[src/rtl/multichan_rr_accum_pkg.sv]
// Shared types and the per-channel combine function for multichan_rr_accum.
// Build option MULTICHAN_RR_ACCUM_SAT_EN: add mode saturates to all-ones on carry out.
package multichan_rr_accum_pkg;

  // Widest datapath the combine function supports; operands are zero-extended to it.
  localparam int MAX_W = 128;

  typedef enum logic [1:0] {
    MODE_PASS = 2'b00,
    MODE_ADD  = 2'b01,
    MODE_XOR  = 2'b10,
    MODE_ROTX = 2'b11
  } mode_e;

  typedef enum logic {
    ST_RUN   = 1'b0,
    ST_FLUSH = 1'b1
  } state_e;

  // w is the live width; inputs must be zero above bit w-1, result is masked to w bits.
  function automatic logic [MAX_W-1:0] combine(input logic [MAX_W-1:0] s,
                                               input logic [MAX_W-1:0] d,
                                               input mode_e m,
                                               input int unsigned w);
    logic [MAX_W-1:0] mask;
    logic [MAX_W-1:0] r;
`ifdef MULTICHAN_RR_ACCUM_SAT_EN
    logic [MAX_W:0] sum;
`endif
    mask = (w >= MAX_W) ? '1 : ((MAX_W'(1) << w) - MAX_W'(1));
    r = '0;
    case (m)
      MODE_PASS: r = d;
      MODE_ADD: begin
`ifdef MULTICHAN_RR_ACCUM_SAT_EN
        sum = {1'b0, s} + {1'b0, d};
        r = ((sum >> w) != '0) ? '1 : sum[MAX_W-1:0];
`else
        r = s + d;
`endif
      end
      MODE_XOR:  r = s ^ d;
      MODE_ROTX: r = ((s << 1) | (s >> (w - 1))) ^ d;
      default:   r = d;
    endcase
    return r & mask;
  endfunction

endpackage

[src/rtl/multichan_rr_accum_fifo.sv]
// Synchronous FIFO for result words; push when full and pop when empty are ignored.
module mcra_fifo #(
  parameter int W = 8,
  parameter int DEPTH = 4,
  localparam int AW = $clog2(DEPTH)
) (
  input  logic          clk,
  input  logic          rst,
  input  logic          push,
  input  logic [W-1:0]  push_data,
  input  logic          pop,
  output logic [W-1:0]  pop_data,
  output logic          full,
  output logic          empty,
  output logic [AW:0]   count
);

  logic [W-1:0]  mem [DEPTH];
  logic [AW-1:0] wr_ptr;
  logic [AW-1:0] rd_ptr;
  logic [AW:0]   cnt;
  logic          do_push;
  logic          do_pop;

  assign full    = (cnt == (AW+1)'(DEPTH));
  assign empty   = (cnt == '0);
  assign count   = cnt;
  assign do_push = push & ~full;
  assign do_pop  = pop & ~empty;
  assign pop_data = mem[rd_ptr];

  always_ff @(posedge clk) begin
    if (do_push) mem[wr_ptr] <= push_data;
  end

  always_ff @(posedge clk) begin
    if (rst) begin
      wr_ptr <= '0;
      rd_ptr <= '0;
      cnt    <= '0;
    end else begin
      if (do_push) wr_ptr <= wr_ptr + 1'b1;
      if (do_pop)  rd_ptr <= rd_ptr + 1'b1;
      case ({do_push, do_pop})
        2'b10:   cnt <= cnt + 1'b1;
        2'b01:   cnt <= cnt - 1'b1;
        default: cnt <= cnt;
      endcase
    end
  end

endmodule

[src/rtl/multichan_rr_accum.sv]
// Multi-channel accumulator with result FIFO and ordered flush dump of all channel states.
// Build option MULTICHAN_RR_ACCUM_SAT_EN selects saturating add (see package).
//
//   state    | meaning
//   ---------+------------------------------------------------------------
//   ST_RUN   | accept inputs, combine into channel state, push results
//   ST_FLUSH | push state[k] one channel per cycle with space, clear it
module multichan_rr_accum
  import multichan_rr_accum_pkg::*;
#(
  parameter int WIDTH = 32,
  parameter int CHANNEL = 5,
  parameter int DEPTH = 4,
  localparam int CH_W = (CHANNEL > 1) ? $clog2(CHANNEL) : 1
) (
  input  logic             clk,
  input  logic             rst,
  input  logic             in_valid,
  output logic             in_ready,
  input  logic [WIDTH-1:0] in_data,
  input  logic [CH_W-1:0]  in_ch,
  input  logic [1:0]       mode,
  input  logic             flush,
  output logic             out_valid,
  input  logic             out_ready,
  output logic [WIDTH-1:0] out_data,
  output logic [CH_W-1:0]  out_ch,
  output logic             out_last,
  output logic             err
);

  localparam int FW = WIDTH + CH_W + 1;
  localparam int CW = $clog2(DEPTH) + 1;
  localparam logic [CH_W:0] CH_LIM = (CH_W+1)'(CHANNEL);

  state_e           state_q;
  state_e           state_d;
  logic [CH_W-1:0]  k_q;
  logic             k_last;
  logic [WIDTH-1:0] ch_state [CHANNEL];
  logic             err_q;

  logic [WIDTH-1:0] s_sel;
  logic [WIDTH-1:0] flush_word;
  logic [WIDTH-1:0] r;
  logic             ch_ok;
  logic             acc_fire;
  logic             in_ready_int;
  logic             run_push;
  logic             flush_push;

  logic             fifo_push;
  logic             fifo_pop;
  logic             fifo_full;
  logic             fifo_empty;
  logic [CW-1:0]    fifo_count;
  logic [FW-1:0]    push_data;
  logic [FW-1:0]    head;
  logic             show_head;

  assign ch_ok  = ({1'b0, in_ch} < CH_LIM);
  assign k_last = (k_q == CH_W'(CHANNEL - 1));

  always_comb begin
    s_sel = '0;
    flush_word = '0;
    for (int i = 0; i < CHANNEL; i++) begin
      if (in_ch == CH_W'(i)) s_sel = ch_state[i];
      if (k_q == CH_W'(i))   flush_word = ch_state[i];
    end
  end

  assign r = WIDTH'(combine(MAX_W'(s_sel), MAX_W'(in_data), mode_e'(mode), WIDTH));

  always_ff @(posedge clk) begin
    if (rst) state_q <= ST_RUN;
    else     state_q <= state_d;
  end

  always_comb begin
    state_d = state_q;
    case (state_q)
      ST_RUN:   if (flush) state_d = ST_FLUSH;
      ST_FLUSH: if (!fifo_full && k_last) state_d = ST_RUN;
      default:  state_d = ST_RUN;
    endcase
  end

  // Input readiness uses the registered count only: a same-cycle pop never frees a slot.
  always_comb begin
    in_ready_int = 1'b0;
    run_push     = 1'b0;
    flush_push   = 1'b0;
    push_data    = {r, in_ch, 1'b0};
    case (state_q)
      ST_RUN: begin
        in_ready_int = !rst && (fifo_count < CW'(DEPTH));
        run_push     = in_valid && in_ready_int && ch_ok;
      end
      ST_FLUSH: begin
        flush_push = !fifo_full;
        push_data  = {flush_word, k_q, k_last};
      end
      default: ;
    endcase
  end

  assign acc_fire = in_valid & in_ready_int;

  always_ff @(posedge clk) begin
    if (rst) begin
      k_q   <= '0;
      err_q <= 1'b0;
      for (int i = 0; i < CHANNEL; i++) ch_state[i] <= '0;
    end else begin
      if (acc_fire && !ch_ok) err_q <= 1'b1;
      if (state_q == ST_RUN)  k_q <= '0;
      else if (flush_push)    k_q <= k_last ? '0 : k_q + 1'b1;
      for (int i = 0; i < CHANNEL; i++) begin
        if (run_push && in_ch == CH_W'(i))  ch_state[i] <= r;
        if (flush_push && k_q == CH_W'(i)) ch_state[i] <= '0;
      end
    end
  end

  assign show_head = !fifo_empty && !rst;
  assign fifo_push = run_push | flush_push;
  assign fifo_pop  = show_head & out_ready;

  mcra_fifo #(
    .W     (FW),
    .DEPTH (DEPTH)
  ) u_fifo (
    .clk       (clk),
    .rst       (rst),
    .push      (fifo_push),
    .push_data (push_data),
    .pop       (fifo_pop),
    .pop_data  (head),
    .full      (fifo_full),
    .empty     (fifo_empty),
    .count     (fifo_count)
  );

  assign {out_data, out_ch, out_last} = show_head ? head : '0;
  assign out_valid = show_head;
  assign in_ready  = in_ready_int;
  assign err       = err_q;

endmodule

[config.mk]
export PLATFORM = sky130hd
export DESIGN_NAME = multichan_rr_accum
export DESIGN_NICKNAME = d
export VERILOG_FILES = /design/src/rtl/multichan_rr_accum_pkg.sv /design/src/rtl/multichan_rr_accum_fifo.sv /design/src/rtl/multichan_rr_accum.sv
export SDC_FILE = /design/constraint.sdc
export NUM_CORES = 1
export LEC_CHECK = 0
export BUFFER_PORTS_ARGS = -buffer_cell sky130_fd_sc_hd__buf_2
export CELL_PAD_IN_SITES_DETAIL_PLACEMENT = 1
export CELL_PAD_IN_SITES_GLOBAL_PLACEMENT = 2
export CORE_AREA = 3 3 209 211
export DETAILED_ROUTE_END_ITERATION = 12
export DIE_AREA = 0 0 212 214
export GPL_ROUTABILITY_DRIVEN = 0
export MAX_ROUTING_LAYER = met4
export PLACE_DENSITY = 0.8
export REMOVE_ABC_BUFFERS = 1
export SLEW_MARGIN = 40
export SYNTH_ARGS = -nofsm -noshare
export SYNTH_HDL_FRONTEND = slang
export SYNTH_SLANG_ARGS = --single-unit
[constraint.sdc]
create_clock -name clk -period 6.1 [get_ports clk]
set_clock_uncertainty 0.2 [all_clocks]
set_input_delay 0.61 -clock clk [delete_from_list [all_inputs] [get_ports clk]]
set_output_delay 0.61 -clock clk [all_outputs]
set_load 0.05 [all_outputs]
==> results of run 1 <==
[synthesized netlist by cell type, drive strengths merged, types with 3 or more instances]
cell | instances | area, sq um
xor2 | 23 | 201
mux4 | 80 | 1810
a32o | 4 | 40.0
o311ai | 32 | 280
mux2 | 3 | 33.8
xnor2 | 30 | 270
a22o | 23 | 201
a211o | 4 | 36.3
a221oi | 35 | 330
inv | 31 | 116
a22oi | 10 | 141
nand2 | 129 | 484
a2bb2oi | 3 | 26.3
nand4 | 5 | 31.3
or3 | 10 | 67.6
a21oi | 54 | 297
o21ai | 96 | 495
o211ai | 28 | 215
and2 | 43 | 273
buf | 27 | 220
nand3 | 23 | 115
clkbuf | 79 | 309
nor3 | 18 | 90.1
nor2 | 228 | 868
mux2i | 13 | 130
and3 | 6 | 38.8
a21boi | 5 | 41.3
ha | 47 | 588
o31ai | 18 | 193
dfxtp | 46 | 921
o21a | 13 | 97.6
o21bai | 4 | 30.0
nor2b | 13 | 81.3
edfxtp | 272 | 8170
a21o | 14 | 105
nand3b | 6 | 45.0
a31oi | 16 | 128
a211oi | 11 | 92.6
[area by class of cell]
cell class	count	area [sq um]
fill	4454	22000
antenna	1	2.50
sequential	318	9090
inverter	33	124
timing repair buffer	123	761
clock buffer	45	838
tap	539	674
multi-input combinational	1074	8290
clock inverter	13	174
[power groups by stage]
stage               combinational (mW)  clock, mW  sequential (mW)
detailed placement                1.43          0             2.71
finish                            1.44       1.94             2.67
global route                      1.58       2.07             2.68
global placement                  1.40          0             2.70
floorplan                        0.949          0             2.71
CTS                               1.44       1.97             2.67
[cell families (layout without fill, tap and decap cells)]
logic type / Yosys count / in the layout / synth area share [%]
xor+xnor: 53 / 53 / 2.64
fa+ha+maj: 49 / 49 / 3.51
buf+inv: 140 / 214 / 3.72
compound gates: 387 / 387 / 16.3
flops: 318 / 318 / 50.8
mux: 96 / 96 / 11.0
simple gates: 489 / 489 / 12.1
other cells: 0 / 1 / 0
[sequential cells by signal (all words and copies together) (netlist names), named ones only]
| register | cells |
|---|---|
| ch_state | 160 |
| err | 1 |
| k_q | 3 |
| state_q | 1 |
| u_fifo.count | 3 |
| u_fifo.mem | 144 |
| u_fifo.rd_ptr | 2 |
| u_fifo.wr_ptr | 2 |
[how the worst max path moves through the flow]
stage / cells after the start / slack, ns / endpoint / startpoint
finish: 14 / 1.18 / u_fifo.mem[1][32] / in_ch[0]
CTS: 14 / 1.18 / u_fifo.mem[1][32] / in_ch[0]
floorplan: 4 / 1.00 / u_fifo.mem[0][0] / state_q
global route: 16 / 0.84 / u_fifo.mem[3][22] / in_ch[0]
detailed placement: 14 / 0.59 / u_fifo.mem[3][32] / in_ch[0]
global placement: 14 / 0.70 / u_fifo.mem[0][34] / in_ch[0]
[through the flow]
step	hold slack, ns	area [sq um]
2_1_floorplan	0.240	17400
6_report	0.119	20000
3_5_place_dp	0.264	18900
4_1_cts	0.0989	19900
5_1_grt	0.145	20000
3_3_place_gp	0.257	18900
[critical path, stage by stage]
cell and delay (ns):
buf_2 0.38, buf_4 0.42, mux4_2 0.56, a22o_1 0.30
ha_1 0.41, a21o_1 0.22, or3_4 0.33, a211oi_2 0.19
nor2_1 0.06, or3b_1 0.52, a211o_1 0.32, o41ai_2 0.06
o21ai_2 0.17, o21ai_1 0.45
[layer usage]
metal | track usage [%] | part of all wire (%) | wire [microns]
met1 | 33.7 | 46 | 24000
met2 | 38.0 | 47 | 24900
met3 | 2.05 | 5.0 | 2620
met4 | 5.83 | 2.1 | 1100
met5 | - | 0 | 0
==> impl_metrics.tcl, run 1 <==
set metrics [dict create \
    post-route-period-util_pct 80.7 \
    synth-main-ff-cell "edfxtp_1" \
    vias 13100 \
    overflow 0 \
    worst_pin_slew_ns 0.850 \
    p_sw_share_pct 30.2 \
    critPathKind "primary input to register" \
    drtPass1Iterations 5 \
    ant_nets 0 \
    finalSetupTns_ns 0 \
    period_needed_ns 4.92 \
    post_cts_buffers 0 \
    cts_tree "built" \
    critPathMaxFanout 16 \
    syn_area_sq_um 17900 \
    syn_inst 1532 \
    setup_viol 0 \
    seq_area_frac_synth_pct 50.8 \
    drt_iter0_markers 942 \
    powerDensity_nw_per_um2 303 \
    holdBufCountCts 0 \
    clock-root-buffer "clkbuf_16" \
    cts_resized 0 \
    status "finished clean" \
    stdcell_count 2146 \
    async_flop_share_pct 0 \
    drc 0 \
    std_cell_rows 75 \
    r2r-end "u_fifo.mem[1][22]" \
    hold_path_class "primary input to register" \
    synth_cell_types 92 \
    r2r_start "ch_state[2][5]" \
    irDropWorstVdd_v 0.000210 \
    portBuffers 80 \
    utilization_pct 47.6 \
    grt_antenna_before_repair 1 \
    area_growth_pct 11.5 \
    grt_max_degree 67 \
    synth_edf_count 272 \
    synth.avg_cell_area_sq_um 11.7 \
    cts_sinks 318 \
    grt_setup_unrepaired "false" \
    drt-total-wl_mm 52.6 \
    hold_path_end "state_q" \
    die_w_microns 212 \
    yosysWarnings 0 \
    p_switching_mw 1.82 \
    min_path_cells 3 \
    final_common_cell "edfxtp_1" \
    power.total_mw 6.04 \
    comb_power_share_pct 23.8 \
    num_io_pins 81 \
    wl_per_cell_microns 24.5 \
    dpl.hpwl_mm 35.0 \
    grtUsageTotal_pct 24.0 \
    clock_path_buffers 3 \
    worstSkewPairLatency_ns 0.59 \
    maxCapViolCount 0 \
    viasPerCell 6.09 \
    maxSlewViolCount 0 \
    synth-seq-cells 318 \
    clk_pin_slew_ns 0.06 \
    leakage_nw 7.23 \
    initial_core_util_pct 42.7 \
    placed_cells 2086 \
    crit_path_start_kind "primary input" \
    drive_above_1_share_pct 20.0 \
    nets 1672 \
    slew_headroom_pct 42.8 \
    p_seq_share_pct 44.1 \
    htree_levels 1 \
    cp_data_required_time_ns 6.20 \
    cts_made_buffers 31 \
    p_int_mw 4.22 \
    p_clk_share_pct 32.0 \
    die-area_sq_um 45400 \
    die_height_microns 214 \
    grt_pass1_wl_mm 82.1 \
    core-area_sq_um 41900 \
    setup_ws_ns 1.18 \
    min_from "flush" \
    final_cell_mix "edfxtp_1 (272), nor2_1 (219), nand2_1 (126)" \
    fmax_ghz 0.203 \
    place_ws_ns 0.586 \
    grt_pass1_vias 13600 \
    r2r_setup_slack_ns 1.36 \
    cp.arrival_ns 5.03 \
    timing_hold_violations_final 0 \
    critical_path.endpoint_type "register" \
    ff2ff_path_depth 13 \
]
(Power assumes the default switching activity.)
==> inputs of run 2 (changes only) <==
Clock period 6.1 ns to 5.1 ns, I/O delays scaled along.
==> run 2 against run 1 <==
  * Register-to-register slack got worse by 0.92 ns
  * Via count increased by 1.3%
  * Cell count increased by 1.7%
  * Combinational power increased by 23%
  * Setup slack got worse by 0.76 ns
  * Critical endpoint is now u_fifo.mem[1][33]
  * Highest routed layer unchanged
==> impl_metrics.tcl, run 2 (synthesized netlist as in run 1, its figures left out) <==
set metrics [dict create \
    status "finished clean" \
    overflow 0 \
    n_fill_cell 4403 \
    maxSlewViolCount 0 \
    drt-total-wl_mm 54.1 \
    grt_pass1_vias 13900 \
    vias 13200 \
    dpl.hpwl_mm 37.4 \
    utilization_pct 48.5 \
    critical_path.endpoint_type "register" \
    nets 1710 \
    initial_core_util_pct 42.7 \
    slew_headroom_pct 42.1 \
    finalSetupTns_ns 0 \
    final_cell_mix "edfxtp_1 (272), nor2_1 (219), nand2_1 (127)" \
    worstSkewPairLatency_ns 0.58 \
    path_common_cell "a21oi_1" \
    htree_levels 1 \
    whs_ns 0.0311 \
    final_cell_area_sq_um 20400 \
    drive_above_1_share_pct 22.0 \
    cp_data_required_time_ns 5.13 \
    placed_cells 2124 \
    maxCapViolCount 0 \
    clock-root-buffer "clkbuf_16" \
    place_ws_ns -0.124 \
    core-area_sq_um 41900 \
    post_cts_buffers 0 \
    stdcell_count 2183 \
    drc 0 \
    m1WireLength_mm 23.8 \
    reg.largest.list "ch_state (160), u_fifo.mem (144)" \
    critPathSlowestCell "a221oi_2" \
    met3_length_mm 2.65 \
    wl_per_cell_microns 24.8 \
    cts_tree "built" \
    powerDensity_nw_per_um2 361 \
    detailed_place.area_sq_um 19300 \
    timing_hold_violations_final 0 \
    setup_viol 0 \
    multi_input_area_sq_um 8280 \
    power.total_mw 7.34 \
    critPathKind "primary input to register" \
    fmax_ghz 0.214 \
    irDropWorstVdd_v 0.000269 \
    crit_path_start_kind "primary input" \
    largest_reg_flops 160 \
    ant_nets 0 \
    holdBufCountCts 0 \
    grt_pass1_wl_mm 83.8 \
    num_io_pins 81 \
    std_cell_rows 75 \
    cts_sinks 318 \
    critPathMaxFanout 8 \
    worstPathCellList "buf_2 -> buf_4 -> mux2_2 -> a21oi_1 -> o21a_1 -> inv_1 -> ha_1 -> a21oi_1 -> nand2_1 -> o21ai_0 -> o2bb2ai_1 -> a21oi_4 -> a21oi_1 -> xor2_1 -> a221oi_2 -> o21ai_0" \
    period_needed_ns 4.68 \
    drt_iter0_markers 1074 \
    setup_ws_ns 0.418 \
    leakage_nw 7.46 \
    final_common_cell "edfxtp_1" \
    post-route-period-util_pct 91.8 \
    drtPass1Iterations 5 \
    met2RoutedLength_mm 26.8 \
    die_height_microns 214 \
    grt_antenna_before_repair 0 \
    diodes 0 \
    top_register "ch_state" \
    seq_area_sq_um 9090 \
    die_w_microns 212 \
    hold_path_class "primary input to register" \
    area_growth_pct 13.7 \
    grt_max_degree 47 \
    clk_pin_slew_ns 0.06 \
    cp.arrival_ns 4.72 \
    cts_made_buffers 31 \
    max_stage_delay_ns 0.48 \
    portBuffers 80 \
    viasPerCell 6.06 \
    routed.top_layer "met4" \
    cts_resized 0 \
    grt_setup_unrepaired "false" \
    grtUsageTotal_pct 24.6 \
    worst_pin_slew_ns 0.867 \
    die-area_sq_um 45400 \
    clock_path_buffers 3 \
]
## run 2: changes by cell type in the layout (fill, tap and decap cells not counted), moves of 3 or more
cell      before  now
nor2_4         3    0
nor2_2         6    9
clkbuf_1      13    6
buf_16         0    4
buf_4         40   72
clkinv_1       3    7
## run 2: worst paths after layout
check / from / end / slack (ns) / cells after the start
hold / removal: flush / state_q / 0.03 / 3
setup / recovery: in_ch[0] / u_fifo.mem[1][33] / 0.42 / 16
hold reg to reg: err / err / 0.27 / 1
setup reg to reg: ch_state[2][5] / u_fifo.mem[3][28] / 0.44 / 13
## run 2: metal layers
metal | vias up | GRT usage [%]
met5 | - | -
met3 | 69 | 2.26
li1 | 6015 | -
met4 | 0 | 5.00
met1 | 6811 | 32.9
met2 | 334 | 41.1
## run 2: layout make-up
cell class	count	area share (%)
timing repair buffer	161	5.65
clock buffer	37	3.92
inverter	33	0.609
multi-input combinational	1074	40.7
sequential	318	44.7
tap	539	3.31
clock inverter	21	1.17
## run 2: worst max-delay path: cells and delay by family
kind                       cells  cell delay, ns
and+or+nand+nor                1            0.11
xor gates and xnor gates       1            0.17
AOI/OAI and AO/OA              9            2.54
muxes                          1            0.34
buffers and inverters          3            0.64
adders and majority gates      1            0.40
## run 2: where the power goes
part	switching (mW)	internal, mW	total, mW	leakage [nW]
clock network	1.00	1.37	2.37	0.501
logic	1.13	0.645	1.77	3.94
registers	0.0998	3.10	3.20	3.03
total	2.23	5.11	7.34	7.46
==> inputs of run 3 (changes only) <==
Settings changed: CORE_AREA 3 3 209 211 to 2 2 208 210, DIE_AREA 0 0 212 214 to 0 0 210 212, MAX_ROUTING_LAYER met4 to default.
==> run 3 against run 2 <==
  * Global-route usage hardly changed
  * Total power up 1.8%
  * Critical path type is now register to register
  * Cell area about the same
  * Largest cell class unchanged
  * Fmax increased by 3.3%
==> impl_metrics.tcl, run 3 (synthesized netlist as in run 1, its figures left out) <==
set metrics [dict create \
    status "finished clean" \
    final_common_cell "edfxtp_1" \
    critical_path.endpoint_type "register" \
    worstPathCellList "mux4_2 -> a22oi_1 -> inv_1 -> ha_1 -> a21o_1 -> a31oi_1 -> nand3_1 -> a21oi_1 -> o21ai_0 -> xnor2_1 -> mux4_2 -> o31ai_2 -> o21ai_0" \
    die-area_sq_um 44500 \
    clock-root-buffer "clkbuf_16" \
    drive_above_1_share_pct 22.2 \
    hold_path_class "primary input to register" \
    cts_resized 0 \
    place_ws_ns 0.0322 \
    portBuffers 80 \
    vias 13200 \
    clock_path_buffers 3 \
    slew_headroom_pct 43.6 \
    cp_top_family "compound AO/OA/AOI/OAI gates" \
    drtPass1Iterations 5 \
    drt_iter0_markers 997 \
    grt_setup_unrepaired "false" \
    crit_path_start_kind "register" \
    dpl.hpwl_mm 36.4 \
    std_cell_rows 76 \
    irDropWorstVdd_v 0.000183 \
    cp_data_required_time_ns 5.04 \
    clk_pin_slew_ns 0.06 \
    num_io_pins 81 \
    grt_max_degree 68 \
    timing_hold_violations_final 0 \
    fmax_ghz 0.221 \
    crit_buf_inv 1 \
    grtUsageTotal_pct 24.6 \
    maxSlewViolCount 0 \
    post-route-period-util_pct 88.9 \
    overflow 0 \
    cts_sinks 318 \
    largest_reg_flops 160 \
    final_cell_mix "edfxtp_1 (272), nor2_1 (219), nand2_1 (127)" \
    setup_ws_ns 0.567 \
    worst_pin_slew_ns 0.837 \
    cts_tree "built" \
    critPathKind "register to register" \
    setup_viol 0 \
    holdBufCountCts 0 \
    critPathMaxFanout 6 \
    max_stage_delay_ns 0.49 \
    maxCapViolCount 0 \
    post_cts_buffers 0 \
    nets 1711 \
    drc 0 \
    drt-total-wl_mm 54.0 \
    grt_antenna_before_repair 1 \
    core-area_sq_um 42500 \
    ant_nets 0 \
    viasPerCell 6.01 \
    critPathSlowestCell "mux4_2" \
    initial_core_util_pct 42.1 \
    r2r_start "ch_state[3][5]" \
    area_growth_pct 13.8 \
    crit_start "ch_state[3][5]" \
    grt_pass1_wl_mm 83.3 \
    htree_levels 2 \
    grt_pass1_vias 13900 \
    wl_per_cell_microns 24.6 \
    cts_made_buffers 34 \
    die_height_microns 212 \
    powerDensity_nw_per_um2 367 \
    period_needed_ns 4.53 \
    worstSkewPairLatency_ns 0.53 \
    cp.arrival_ns 4.48 \
    die_w_microns 210 \
    min_from "flush" \
    finalSetupTns_ns 0 \
    top_register "ch_state" \
    leakage_nw 7.48 \
    reg.largest.list "ch_state (160), u_fifo.mem (144)" \
]
==> run 3: layer usage <==
| metal | GRT usage [%] | vias to the layer above | part of all wire [%] |
|---|---|---|---|
| met5 | 0 | - | 0 |
| met4 | 6.75 | 0 | 2.1 |
| met1 | 32.9 | 6749 | 44 |
| li1 | - | 6009 | - |
| met2 | 42.6 | 364 | 49 |
| met3 | 2.73 | 65 | 5.1 |
==> run 3: tightest hold or removal path: stages <==
cell      delay [ns]
buf_2           0.11
nor2_1          0.09
a211oi_1        0.06
==> run 3: path summary, 6_finish.rpt <==
| path | slack, ns | end | depth (start not counted) |
|---|---|---|---|
| setup reg to reg | 0.57 | u_fifo.mem[2][18] | 13 |
| hold / removal | 0.09 | state_q | 3 |
| setup / recovery | 0.57 | u_fifo.mem[2][18] | 13 |
| hold reg to reg | 0.26 | err | 1 |
==> run 3: metrics by stage <==
| stage | util [%] | area [sq um] | instances | hold WS (ns) | total power [mW] |
|---|---|---|---|---|---|
| 3_5_place_dp | 45.1 | 19200 | 2130 | 0.249 | 5.01 |
| 3_3_place_gp | 45.0 | 19100 | 2129 | 0.244 | 4.94 |
| 2_1_floorplan | - | 17400 | 1425 | 0.240 | 4.37 |
| 5_1_grt | 47.9 | 20400 | 2193 | 0.0920 | 7.76 |
| 4_1_cts | 47.8 | 20300 | 2192 | 0.0687 | 7.51 |
| 6_report | 47.9 | 20400 | 2195 | 0.0907 | 7.47 |
==> run 3: final cells by class <==
class / instances / area [sq um]
inverter: 33 / 124
timing repair buffer: 159 / 1040
sequential: 318 / 9090
fill: 4490 / 22100
clock buffer: 50 / 995
multi-input combinational: 1074 / 8280
tap: 546 / 683
antenna: 3 / 7.51
clock inverter: 12 / 141
==> run 3: where the power goes <==
part           leakage [nW]  internal, mW  switching [mW]
Combinational          3.89         0.636            1.12
Clock                 0.560          1.51           0.999
Sequential             3.03          3.10           0.109
Total                  7.48          5.25            2.22
